## src/rtl/hazard5_bpred_if.sv

```systemverilog
// Decode/execute-side signal bundle for the Hazard5 dynamic branch predictor.
// master = pipeline (decode + execute), slave = predictor.
interface hazard5_bpred_if #(
    parameter int unsigned W_ADDR = 32
) ();
    logic [W_ADDR-1:0] d_pc;
    logic              d_is_branch;
    logic              d_imm_sign;
    logic              d_predict_taken;
    logic              x_update_vld;
    logic [W_ADDR-1:0] x_update_pc;
    logic              x_update_taken;
    logic              bp_clear;
    logic              bp_ready;

    modport master (
        output d_pc, d_is_branch, d_imm_sign,
        output x_update_vld, x_update_pc, x_update_taken,
        output bp_clear,
        input  d_predict_taken, bp_ready
    );

    modport slave (
        input  d_pc, d_is_branch, d_imm_sign,
        input  x_update_vld, x_update_pc, x_update_taken,
        input  bp_clear,
        output d_predict_taken, bp_ready
    );
endinterface

```

## src/rtl/hazard5_bpred.sv

```systemverilog
// Hazard5 branch predictor: saturating-counter table indexed by halfword PC.
// Define HAZARD5_BPRED_BYPASS_EN to forward a same-cycle update to the lookup.
module hazard5_bpred #(
    parameter int unsigned W_ADDR    = 32,
    parameter int unsigned BHT_DEPTH = 64,
    parameter int unsigned W_CTR     = 2,
    parameter int unsigned INIT_CTR  = 1
) (
    input  logic             clk,
    input  logic             rst_n,
    hazard5_bpred_if.slave   bp
);
    localparam int unsigned      IDX_W    = $clog2(BHT_DEPTH);
    localparam logic [IDX_W-1:0] IDX_LAST = IDX_W'(BHT_DEPTH - 1);
    localparam logic [IDX_W-1:0] IDX_ONE  = IDX_W'(1);
    localparam logic [W_CTR-1:0] CTR_INIT = W_CTR'(INIT_CTR);
    localparam logic [W_CTR-1:0] CTR_ONE  = W_CTR'(1);
    localparam logic [W_CTR-1:0] CTR_MAX  = '1;

    typedef enum logic {
        ST_CLEAR,
        ST_RUN
    } state_t;

    state_t           state_q, state_d;
    logic [IDX_W-1:0] clr_idx_q, clr_idx_d;
    logic             bp_ready_q, bp_ready_d;

    // Counter storage has no reset; the clear sequence defines its contents.
    logic [W_CTR-1:0] bht_q [BHT_DEPTH];

    logic [W_ADDR-1:0] d_pc_w, x_pc_w;
    logic [IDX_W-1:0]  d_idx, x_idx;
    logic [W_CTR-1:0]  x_ctr_old, x_ctr_new, d_ctr;
    logic              upd_en;
    logic              wr_en;
    logic [IDX_W-1:0]  wr_idx;
    logic [W_CTR-1:0]  wr_ctr;
    logic              unused_pc_bits;

    assign d_pc_w         = bp.d_pc;
    assign x_pc_w         = bp.x_update_pc;
    assign d_idx          = d_pc_w[IDX_W:1];
    assign x_idx          = x_pc_w[IDX_W:1];
    assign unused_pc_bits = ^{d_pc_w, x_pc_w};

    always_comb begin
        x_ctr_old = bht_q[x_idx];
        if (bp.x_update_taken) begin
            x_ctr_new = (x_ctr_old == CTR_MAX) ? x_ctr_old : x_ctr_old + CTR_ONE;
        end else begin
            x_ctr_new = (x_ctr_old == '0) ? x_ctr_old : x_ctr_old - CTR_ONE;
        end
    end

    always_comb begin
        state_d   = state_q;
        clr_idx_d = clr_idx_q;
        upd_en    = 1'b0;
        wr_en     = 1'b0;
        wr_idx    = clr_idx_q;
        wr_ctr    = CTR_INIT;
        case (state_q)
            ST_CLEAR: begin
                wr_en = 1'b1;
                if (bp.bp_clear) begin
                    clr_idx_d = '0;
                end else if (clr_idx_q == IDX_LAST) begin
                    state_d   = ST_RUN;
                    clr_idx_d = '0;
                end else begin
                    clr_idx_d = clr_idx_q + IDX_ONE;
                end
            end
            ST_RUN: begin
                if (bp.bp_clear) begin
                    state_d   = ST_CLEAR;
                    clr_idx_d = '0;
                end else if (bp.x_update_vld) begin
                    upd_en = 1'b1;
                    wr_en  = 1'b1;
                    wr_idx = x_idx;
                    wr_ctr = x_ctr_new;
                end
            end
            default: begin
                state_d   = ST_CLEAR;
                clr_idx_d = '0;
            end
        endcase
        bp_ready_d = (state_d == ST_RUN);
    end

    always_comb begin
        d_ctr = bht_q[d_idx];
`ifdef HAZARD5_BPRED_BYPASS_EN
        if (upd_en && (x_idx == d_idx)) begin
            d_ctr = x_ctr_new;
        end
`endif
    end

    assign bp.d_predict_taken = bp.d_is_branch & (bp_ready_q ? d_ctr[W_CTR-1] : bp.d_imm_sign);
    assign bp.bp_ready        = bp_ready_q;

    always_ff @(posedge clk or negedge rst_n) begin
        if (!rst_n) begin
            state_q    <= ST_CLEAR;
            clr_idx_q  <= '0;
            bp_ready_q <= 1'b0;
        end else begin
            state_q    <= state_d;
            clr_idx_q  <= clr_idx_d;
            bp_ready_q <= bp_ready_d;
        end
    end

    always_ff @(posedge clk) begin
        if (wr_en) begin
            bht_q[wr_idx] <= wr_ctr;
        end
    end
endmodule

```

## src/flat_wrapper.sv

```systemverilog
// flat-port wrapper written by rule: the top's interface ports become plain ports
module hazard5_bpred_flat 
#(
    parameter int unsigned W_ADDR    = 32,
    parameter int unsigned BHT_DEPTH = 64,
    parameter int unsigned W_CTR     = 2,
    parameter int unsigned INIT_CTR  = 1
)
  (clk, rst_n, bp_d_pc, bp_d_is_branch, bp_d_imm_sign, bp_x_update_vld, bp_x_update_pc, bp_x_update_taken, bp_bp_clear, bp_d_predict_taken, bp_bp_ready);
  hazard5_bpred_if #(.W_ADDR(W_ADDR)) bp_i ();
  input  logic clk;
  input  logic rst_n;
  input wire logic [$bits(bp_i.d_pc)-1:0] bp_d_pc;
  input wire logic [$bits(bp_i.d_is_branch)-1:0] bp_d_is_branch;
  input wire logic [$bits(bp_i.d_imm_sign)-1:0] bp_d_imm_sign;
  input wire logic [$bits(bp_i.x_update_vld)-1:0] bp_x_update_vld;
  input wire logic [$bits(bp_i.x_update_pc)-1:0] bp_x_update_pc;
  input wire logic [$bits(bp_i.x_update_taken)-1:0] bp_x_update_taken;
  input wire logic [$bits(bp_i.bp_clear)-1:0] bp_bp_clear;
  output wire logic [$bits(bp_i.d_predict_taken)-1:0] bp_d_predict_taken;
  output wire logic [$bits(bp_i.bp_ready)-1:0] bp_bp_ready;
  assign bp_i.d_pc = bp_d_pc;
  assign bp_i.d_is_branch = bp_d_is_branch;
  assign bp_i.d_imm_sign = bp_d_imm_sign;
  assign bp_i.x_update_vld = bp_x_update_vld;
  assign bp_i.x_update_pc = bp_x_update_pc;
  assign bp_i.x_update_taken = bp_x_update_taken;
  assign bp_i.bp_clear = bp_bp_clear;
  assign bp_d_predict_taken = bp_i.d_predict_taken;
  assign bp_bp_ready = bp_i.bp_ready;
  hazard5_bpred #(.W_ADDR(W_ADDR), .BHT_DEPTH(BHT_DEPTH), .W_CTR(W_CTR), .INIT_CTR(INIT_CTR)) u_core (.clk(clk), .rst_n(rst_n), .bp(bp_i));
endmodule
```

## config.mk

```make
export PLATFORM = sky130hd
export DESIGN_NAME = hazard5_bpred_flat
export DESIGN_NICKNAME = d
export VERILOG_FILES = /design/src/rtl/hazard5_bpred_if.sv /design/src/rtl/hazard5_bpred.sv /design/src/flat_wrapper.sv
export SDC_FILE = /design/constraint.sdc
export NUM_CORES = 1
export LEC_CHECK = 0
export BUFFER_PORTS_ARGS = -buffer_cell sky130_fd_sc_hd__buf_2
export CELL_PAD_IN_SITES_DETAIL_PLACEMENT = 1
export CELL_PAD_IN_SITES_GLOBAL_PLACEMENT = 2
export CORE_MARGIN = 1
export CORE_UTILIZATION = 38
export CTS_CLUSTER_DIAMETER = 50
export DETAILED_ROUTE_END_ITERATION = 10
export PLACE_DENSITY_LB_ADDON = 0.1
export SETUP_SLACK_MARGIN = 0.15
export SYNTH_ARGS = -nofsm -noshare
export SYNTH_HDL_FRONTEND = slang
export SYNTH_SLANG_ARGS = --single-unit
```

## constraint.sdc

```tcl
create_clock -name clk -period 5.1 [get_ports clk]
set_input_delay 1.02 -clock clk [delete_from_list [all_inputs] [get_ports clk]]
set_output_delay 1.02 -clock clk [all_outputs]
set_load 0.01 [all_outputs]
```

## Word level (Yosys, flattened, before mapping)

Memory sizes are Yosys's and may differ from the RTL's.
Cells that the tools add are included.

- Bits in registers: 7
- RAM bits: 128
- Output and inout bits: 2
- Logic and storage cells: 35
- Memories kept: 1

- Add/sub/neg operators: 3
- Eq/ne operators: 3
- Multiplexer cells: 23
- Bitwise gates (word level): 2
- Reductions and logical operators: 1

Memory list:

| name | depth | bits a word | read ports | clocked after memory_dff | wr ports | RTL line | text |
|---|---|---|---|---|---|---|---|
| u_core.bht_q | 64 | 2 | 2 | 0 | 1 | hazard5_bpred.sv:30 | `logic [W_CTR-1:0] bht_q [BHT_DEPTH];` |

Operator list:

| cell | count |
|---|---|
| $mux 6 | 6 |
| $mux 2 | 6 |
| $pmux 6 s2 | 1 |
| $mux 1 | 8 |
| $add 6x1->6 const B | 1 |
| $eq 6x6->1 const B | 1 |
| $pmux 1 s2 | 2 |
| $add 2x1->2 const B | 1 |
| $eq 2x2->1 const B | 1 |
| $logic_not 2->1 | 1 |
| $ne 2x2->1 const B | 1 |
| $sub 2x1->2 const B | 1 |
| $and 1x1->1 | 1 |
| $not 1->1 | 1 |

## Depth between registers and ports, before layout

Gate-level depths: netlist (run 1).
An unclocked memory read counts as a cell.

- Word-level depth: 7
- Mapped depth: 9
- Gate-level depth less buffers: 6

## Worst setup path before layout (run 1)

No wires, ideal clock.

- Kind: input port to flip-flop
- Start: in bp_x_update_pc[1]
- End: mem u_core.bht_q[0][0] (data pin)
- Setup time: 0.702 ns
- Arrival time: 5.252 ns
- Path slack: -0.853 ns
- Stages on the path: 8
- Buffers on the path: 2
- Path through: buf_4 > buf_2 > mux4_2 > mux2i_1 > mux2i_1 > a221oi_1 > a21oi_1 > o21ai_0

- Word-level cells in the longest chain between the ends: 7
- Elaborated cells on any way between the ends: 11
- Those cells by class: add/sub (2); eq/ne (1); mux (6); reduce/logical (1); memory (1)

RTL lines:

| element | RTL line | text |
|---|---|---|
| start, declared | flat_wrapper.sv:17 | `input wire logic [$bits(bp_i.x_update_pc)-1:0] bp_x_update_pc;` |
| $mem_v2 64x2 (*) | - |  |
| $sub 2x1->2 (tied with other cells) | hazard5_bpred.sv:52 | `x_ctr_new = (x_ctr_old == '0) ? x_ctr_old : x_ctr_old - CTR_ONE;` |
| $mux 2, on equally long branches | hazard5_bpred.sv:52, hazard5_bpred.sv:50 |  |
| $mux 2 (*) | hazard5_bpred.sv:49 | `if (bp.x_update_taken) begin` |
| $mux 2 (*) | hazard5_bpred.sv:79 | `end else if (bp.x_update_vld) begin` |
| $mux 2 (*) | hazard5_bpred.sv:76 | `if (bp.bp_clear) begin` |
| $mux 2 (*) | hazard5_bpred.sv:63 | `case (state_q)` |
| named net u_core.wr_ctr[0] | hazard5_bpred.sv:38 | `logic [W_CTR-1:0] wr_ctr;` |
| end, declared | hazard5_bpred.sv:30 |  |

The timed path passes the listed nets; every way through them passes the cells marked *.

## Worst setup path in the final report (run 1)

- Start: in bp_d_pc[1]
- End: out bp_d_predict_taken

- Word-level cells in the longest chain between the ends: 3

RTL lines:

| element | RTL line | text |
|---|---|---|
| start, declared | flat_wrapper.sv:13 | `input wire logic [$bits(bp_i.d_pc)-1:0] bp_d_pc;` |
| $mem_v2 64x2 | - |  |
| $mux 1 | hazard5_bpred.sv:103 | `assign bp.d_predict_taken = bp.d_is_branch & (bp_ready_q ? d_ctr[W_CTR-1] : bp.d_imm_sign);` |
| $and 1x1->1 | hazard5_bpred.sv:103 |  |
| end, declared | flat_wrapper.sv:20 | `output wire logic [$bits(bp_i.d_predict_taken)-1:0] bp_d_predict_taken;` |

No other way between the ends.

==> impl_metrics.ini, run 1 <==
[detailed_routing]
firstDrtPassIters = 4
viasPerCell = 5.674
vias = 3790
wl_um = 16610
drt_iter0_markers = 288
wire_per_inst_um = 24.87
drcViolationCount = 0
ant_nets = 0

[synth]
synthAdderAreaFrac = 0.003531
avgSynthCellArea_um2 = 15.29
yosys-top-cells-count = 128 x edfxtp_1, 83 x nor2_1, 51 x mux4_2
yosys_most_used_dff = edfxtp_1
synth_nets = 489
synth.distinct_cells = 50
postSynth.asyncResetShare = 0.05185
synthSimpleGateAreaFrac = 0.09849
seq_area_frac_synth = 0.6302
synthXorXnorAreaFrac = 0.002747
netlist_area_um2 = 6377
synth_area_leader_cell = edfxtp_1
synth_compound_area_frac = 0.04689
yosysMostFrequentCell = edfxtp_1
synthMuxAreaShare = 0.1964
synth_top_family_by_area = multiplexers
syn_inst = 417
yosysWarningCount = 0
synth-edff-count = 128
ys_ff_latch = 135
netlist_top_cells_area = edfxtp_1 60%, mux4_2 18%, nor2_1 4.9%, dfrtp_1 2.7%, nand2_1 1.6%
netlist.area_leader.share = 0.6027

[die]
dieHeight_um = 131.5
die_w_um = 131.5
num_rows = 46
design.portCount = 73
start_util = 0.3957
design.core.area_um2 = 16120
die_area_um2 = 17300

[setup_path]
cp-end-kind = output port
critPathKind = in -> out
start_kind = input port
cp.required_ns = 4.08
rr_worst_depth = 7
critPathArrivalTime_ns = 3.32
crit_fanout = 10

[global_route]
antenna_found_initial = 0
grt_pass1_vias = 4092
grt_max_degree = 45
track_usage = 0.2063
grt-ovfl-total = 0
grt_pass1_wl_um = 25590

[sta]
tns_ns = 0
fmax_mhz = 230.5
finalMaxSlewViolations = 0
clock_skew_ns = 0.009691
hold_viol_final = 0
fin_crit_sh = 0.8507
setup_viol = 0
post-route-min-period_ns = 4.339
tightest_slew_ns = 0.8704
slew_headroom = 0.4176
rsz0062_at_grt = false

[clocking]
clock_path_buffers = 2
cts_buffers = 17
clock_latency_ns = 0.43
postCtsHoldBufs = 0
numClockSinks = 135
cts-root-buf = clkbuf_16
post_cts_buffers = 0
cts_tree = built
htreeDepth = 4
clk_pin_slew_worst_paths_ns = 0.06
cts-resized-gates = 0

[flow_run]
drv_cap = 0

[pwr]
powerDensity_nw_per_um2 = 339.1
leakage_uw = 0.002546
irDropWorstVdd_mv = 0.2463

[hold_path]
hold_class = in -> async

[finish]
nets = 511
syn2layout_area_growth_pct = 13.56
instances_no_fill = 668
diodes = 0
drive_gt1_frac = 0.2434

[placed_design]
dp_hpwl_um = 11190
place_inst = 636
portBuffers = 20
routabilityCongestion = 0.7555

[outcome]
status = finished, final reports clean
-- final cells by class --
class	count	area, um^2
clock buffer	22	444.2
clock inverter	10	81.33
fill	1616	8874
inverter	5	18.77
multi-input combinational	254	2238
sequential	135	4019
tap	216	270.3
timing repair buffer	26	170.2
-- flip-flops by register name (all words and copies together), names as in the netlist --
| signal | count |
|---|---|
| u_core.bht_q | 128 |
| u_core.clr_idx_q | 6 |
| u_core.state_q | 1 |
-- critical path, cell delays in order --
cell and delay (ns):
buf_2 0.26, buf_12 0.20, mux4_2 0.56, mux4_2 0.46, mux4_2 0.51, nand3_1 0.11
nand2_1 0.06, buf_2 0.13
-- cell usage in the layout, fill, tap and decap left out, types with 2 or more instances in the layout --
| cell | count |
|---|---|
| inv_1 | 4 |
| buf_12 | 2 |
| edfxtp_1 | 128 |
| nand3_1 | 9 |
| clkinvlp_4 | 2 |
| o31ai_1 | 4 |
| buf_4 | 4 |
| clkinv_2 | 4 |
| nand2_1 | 28 |
| o32ai_1 | 2 |
| nor3_1 | 4 |
| dfrtp_1 | 7 |
| mux2_2 | 3 |
| clkbuf_1 | 5 |
| clkbuf_16 | 17 |
| o21a_1 | 3 |
| nor2b_1 | 7 |
| mux4_2 | 51 |
| clkinv_1 | 3 |
| o22ai_1 | 4 |
| mux2i_1 | 7 |
| or3_1 | 2 |
| a22oi_1 | 2 |
| a2111oi_0 | 2 |
| a21oi_1 | 4 |
| o21ai_0 | 8 |
| buf_2 | 20 |
| nor2_1 | 82 |
| nand3b_1 | 2 |
| nand2b_1 | 6 |
-- where the power goes --
part	internal [uW]	total (uW)	leakage [uW]	switching (uW)
registers	1200	1210	0.00149	5.57
logic	50.0	134	0.000804	84.1
clock network	662	1110	0.000253	452
total	1910	2460	0.00255	541
-- cells by family (layout without fill, tap and decap cells) --
family | Yosys count | in the layout
simple gates | 146 | 146
fa+ha+maj | 2 | 2
compound gates | 43 | 43
buf+inv | 28 | 63
mux | 61 | 61
xor+xnor | 2 | 2
flops | 135 | 135
-- routing by layer --
| layer | track usage | vias to the layer above | part of all wire | wire, um |
|---|---|---|---|---|
| met5 | 0 | - | 0 | 0 |
| met4 | 0.07752 | 0 | 0.017 | 287 |
| met3 | 0.03897 | 25 | 0.042 | 697 |
| met2 | 0.3172 | 84 | 0.47 | 7810 |
| met1 | 0.2906 | 1992 | 0.47 | 7817 |
| li1 | - | 1689 | - | - |
-- final timing paths --
path                                     startpoint                   to  slack (ns)
worst max register to register  u_core.bht_q[21][0]  u_core.bht_q[53][0]        1.92
worst min-delay path                          rst_n  u_core.clr_idx_q[0]        0.42
max in group asynchronous                     rst_n  u_core.clr_idx_q[1]        4.52
worst max-delay path                     bp_d_pc[1]   bp_d_predict_taken        0.76
min in group clk                u_core.clr_idx_q[0]  u_core.clr_idx_q[0]        0.67
worst min register to register  u_core.clr_idx_q[0]  u_core.clr_idx_q[0]        0.67
-- stage by stage --
stage / worst slack (ns) / util / total power, uW / hold WS, ns / instance area, um^2
2_1_floorplan: 0.2406 / - / 1316 / 0.5630 / 6377
6_report: 0.7612 / 0.4494 / 2456 / 0.4203 / 7242
4_1_cts: 0.7297 / 0.4494 / 2477 / 0.4074 / 7242
3_3_place_gp: 0.4723 / 0.4168 / 1364 / 0.6063 / 6716
3_5_place_dp: 0.3875 / 0.4168 / 1366 / 0.6569 / 6716
5_1_grt: 0.5634 / 0.4494 / 2531 / 0.4190 / 7242
(Power assumes the default switching activity.)
==> run 2: changes to the inputs <==
--- a/config.mk
+++ b/config.mk
@@ -5,11 +5,12 @@
 export SDC_FILE = /design/constraint.sdc
 export NUM_CORES = 1
 export LEC_CHECK = 0
+export ABC_AREA = 1
 export BUFFER_PORTS_ARGS = -buffer_cell sky130_fd_sc_hd__buf_2
 export CELL_PAD_IN_SITES_DETAIL_PLACEMENT = 1
 export CELL_PAD_IN_SITES_GLOBAL_PLACEMENT = 2
-export CORE_MARGIN = 1
-export CORE_UTILIZATION = 38
+export CORE_MARGIN = 2
+export CORE_UTILIZATION = 33
 export CTS_CLUSTER_DIAMETER = 50
 export DETAILED_ROUTE_END_ITERATION = 10
 export PLACE_DENSITY_LB_ADDON = 0.1
==> run 2 against run 1 <==
Effect of this change:
- non-clock buffer count increased by 5
- setup slack improved by 0.43 ns
- cell area increased by 5.8%
- via count increased by 41%
- first-iteration DRC count increased by 23%
- combinational power increased by 59%
- clock-buffer cell count decreased by 4
- core utilization decreased by 6.8 points
- power increased by 6.5%
- sequential cell count unchanged
- cell count increased by 54%
- sequential power about the same
- largest power group unchanged
==> impl_metrics.ini, run 2 <==
[synth]
netlist.area_leader.share = 0.5733
avgSynthCellArea_um2 = 9.146
yosysMostFrequentCell = nand2_1
synth_area_leader_cell = edfxtp_1
postSynth.asyncResetShare = 0.05185
yosys_most_used_dff = edfxtp_1
netlist_top_cells_area = edfxtp_1 57%, nand2_1 13%, nand3_1 12%, nor2_1 3.6%, dfrtp_1 2.6%
ys_ff_latch = 135
netlist_area_um2 = 6704
seq_area_frac_synth = 0.5995
synth-edff-count = 128
synth_nets = 805
yosys-top-cells-count = 239 x nand2_1, 167 x nand3_1, 128 x edfxtp_1
synth.distinct_cells = 30
yosysWarningCount = 0
syn_inst = 733

[setup_path]
rr_worst_depth = 10
cp.required_ns = 4.08
critPathArrivalTime_ns = 2.89
cp-end-kind = output port
rr_endpoint = u_core.bht_q[15][1]
crit_chain = buf_2 > inv_1 > o21ai_0 > o22ai_1 > nand2_1 > nand3_1 > a21oi_1 > o21ai_0 > nand2_1 > inv_1 > buf_2
crit_fanout = 15
reg2reg_setup_slack_ns = 2.39
cp_slowest_cell = inv_1
start_kind = input port
critPathKind = in -> out
slowest_delay_ns = 0.61
timing.rr.start = u_core.state_q

[hold_path]
hold_class = in -> async

[detailed_routing]
viasPerCell = 5.191
wl_um = 22640
firstDrtPassIters = 4
wire_per_inst_um = 22.00
drt_iter0_markers = 355
ant_nets = 0
vias = 5342
drcViolationCount = 0

[die]
die_w_um = 146.5
num_rows = 52
design.portCount = 73
design.core.area_um2 = 20100
dieHeight_um = 146.5
start_util = 0.3335
die_area_um2 = 21470

[global_route]
grt_pass1_wl_um = 34500
grt-ovfl-total = 0
grt_pass1_vias = 5673
antenna_found_initial = 0
track_usage = 0.2195
grt_max_degree = 65

[clocking]
clock_path_buffers = 2
cts-resized-gates = 0
numClockSinks = 135
clock_latency_ns = 0.43
cts_tree = built
cts-root-buf = clkbuf_16
htreeDepth = 4
clk_pin_slew_worst_paths_ns = 0.06
cts_buffers = 17
postCtsHoldBufs = 0
post_cts_buffers = 0

[finish]
final_cell_mix = 238 x nand2_1, 167 x nand3_1, 128 x edfxtp_1
syn2layout_area_growth_pct = 14.33
reg_top3 = u_core.bht_q (128), u_core.clr_idx_q (6), u_core.state_q (1)
nets = 818
fill_cells = 2281
register_area_um2 = 4019
largest_reg_flops = 128
final_common_cell = nand2_1
top_register = u_core.bht_q
diodes = 0
drive_gt1_frac = 0.1199
multi_input_area_um2 = 2409
post-route-util = 0.3813

[placed_design]
portBuffers = 20
dp_hpwl_um = 14240
pre_cts_ws_ns = 0.9800
routabilityCongestion = 0.7831

[pwr]
powerDensity_nw_per_um2 = 341.2
leakage_uw = 0.002945
irDropWorstVdd_mv = 0.1961

[sta]
slew_headroom = 0.2747
tns_ns = 0
clock_skew_ns = 0.01157
rsz0062_at_grt = false
hold_viol_final = 0
worst_slack_ns = 1.189
fin_crit_sh = 0.7669
post-route-min-period_ns = 3.911
fmax_mhz = 255.7
tightest_slew_ns = 1.081
finalMaxSlewViolations = 0
setup_viol = 0

[flow_run]
drv_cap = 0

[outcome]
status = finished, final reports clean
## run 2: cell types whose count changed in the layout (fill, tap and decap cells not counted), sizes merged, moves of 4 or more
| cell | previous run | this run |
|---|---|---|
| buf | 26 | 31 |
| mux2i | 7 | 0 |
| nor3 | 4 | 9 |
| nand2 | 28 | 239 |
| nand2b | 6 | 0 |
| clkbuf | 22 | 18 |
| o31ai | 4 | 0 |
| nor2 | 83 | 70 |
| mux4 | 51 | 0 |
| nand3 | 9 | 174 |
| nor2b | 7 | 0 |
| o21ai | 10 | 14 |
| inv | 4 | 39 |
## run 2: final cells by class
class,instances,area share
Clock inverter,14,0.01812
Sequential cell,135,0.5243
Multi-Input combinational cell,528,0.3142
Tap cell,270,0.04407
Inverter,33,0.01616
Timing Repair Buffer,31,0.02710
Clock buffer,18,0.05599
## run 2: critical path, delay by kind of cell
kind,cells,cell delay (ns)
buffers and inverters,4,0.89
and+or+nand+nor,3,0.27
AOI/OAI and AO/OA,4,0.71
## run 2: through the flow
| step | cell area, um^2 | total power [uW] | std cells | hold WS (ns) |
|---|---|---|---|---|
| final | 7665 | 2615 | 1029 | 0.4221 |
| after global routing | 7665 | 2691 | 1029 | 0.4249 |
| after CTS | 7665 | 2629 | 1029 | 0.4148 |
| after detailed placement | 7097 | 1444 | 997 | 0.4743 |
| after global placement | 7097 | 1442 | 997 | 0.4513 |
| after floorplan | 6704 | 1355 | 733 | 0.4327 |
## run 2: worst max path at each step
stage / from / endpoint / slack [ns] / depth (start not counted)
after floorplan: bp_x_update_pc[3] / u_core.bht_q[0][1] / 0.99 / 11
after global placement: bp_x_update_pc[1] / u_core.bht_q[30][1] / 1.06 / 14
after detailed placement: bp_x_update_pc[1] / u_core.bht_q[26][1] / 0.98 / 14
after CTS: bp_d_pc[2] / bp_d_predict_taken / 1.18 / 11
after global routing: bp_d_pc[2] / bp_d_predict_taken / 1.07 / 12
final: bp_d_pc[2] / bp_d_predict_taken / 1.19 / 11
## run 2: per-layer routing
layer / global-route usage / vias to the layer above / routed length (um)
met5: 0 / - / 0
li1: - / 2533 / -
met4: 0.04806 / 0 / 235
met1: 0.2913 / 2708 / 10540
met3: 0.03688 / 21 / 703
met2: 0.3788 / 80 / 11160
## run 2: power breakdown
group | switching, uW | total (uW) | internal (uW) | leakage, uW
Clock | 514 | 1200 | 683 | 0.000276
Sequential | 3.49 | 1200 | 1200 | 0.00142
Combinational | 160 | 213 | 53.8 | 0.00125
## run 2: logic make-up after synthesis
group / count (synthesis) / synth area share
adders and majority gates: 1 / 0.001866
DFF: 135 / 0.5995
buffers and inverters: 70 / 0.04274
and+or+nand+nor: 497 / 0.3264
AOI/OAI and AO/OA: 27 / 0.02557
xor gates and xnor gates: 3 / 0.003920
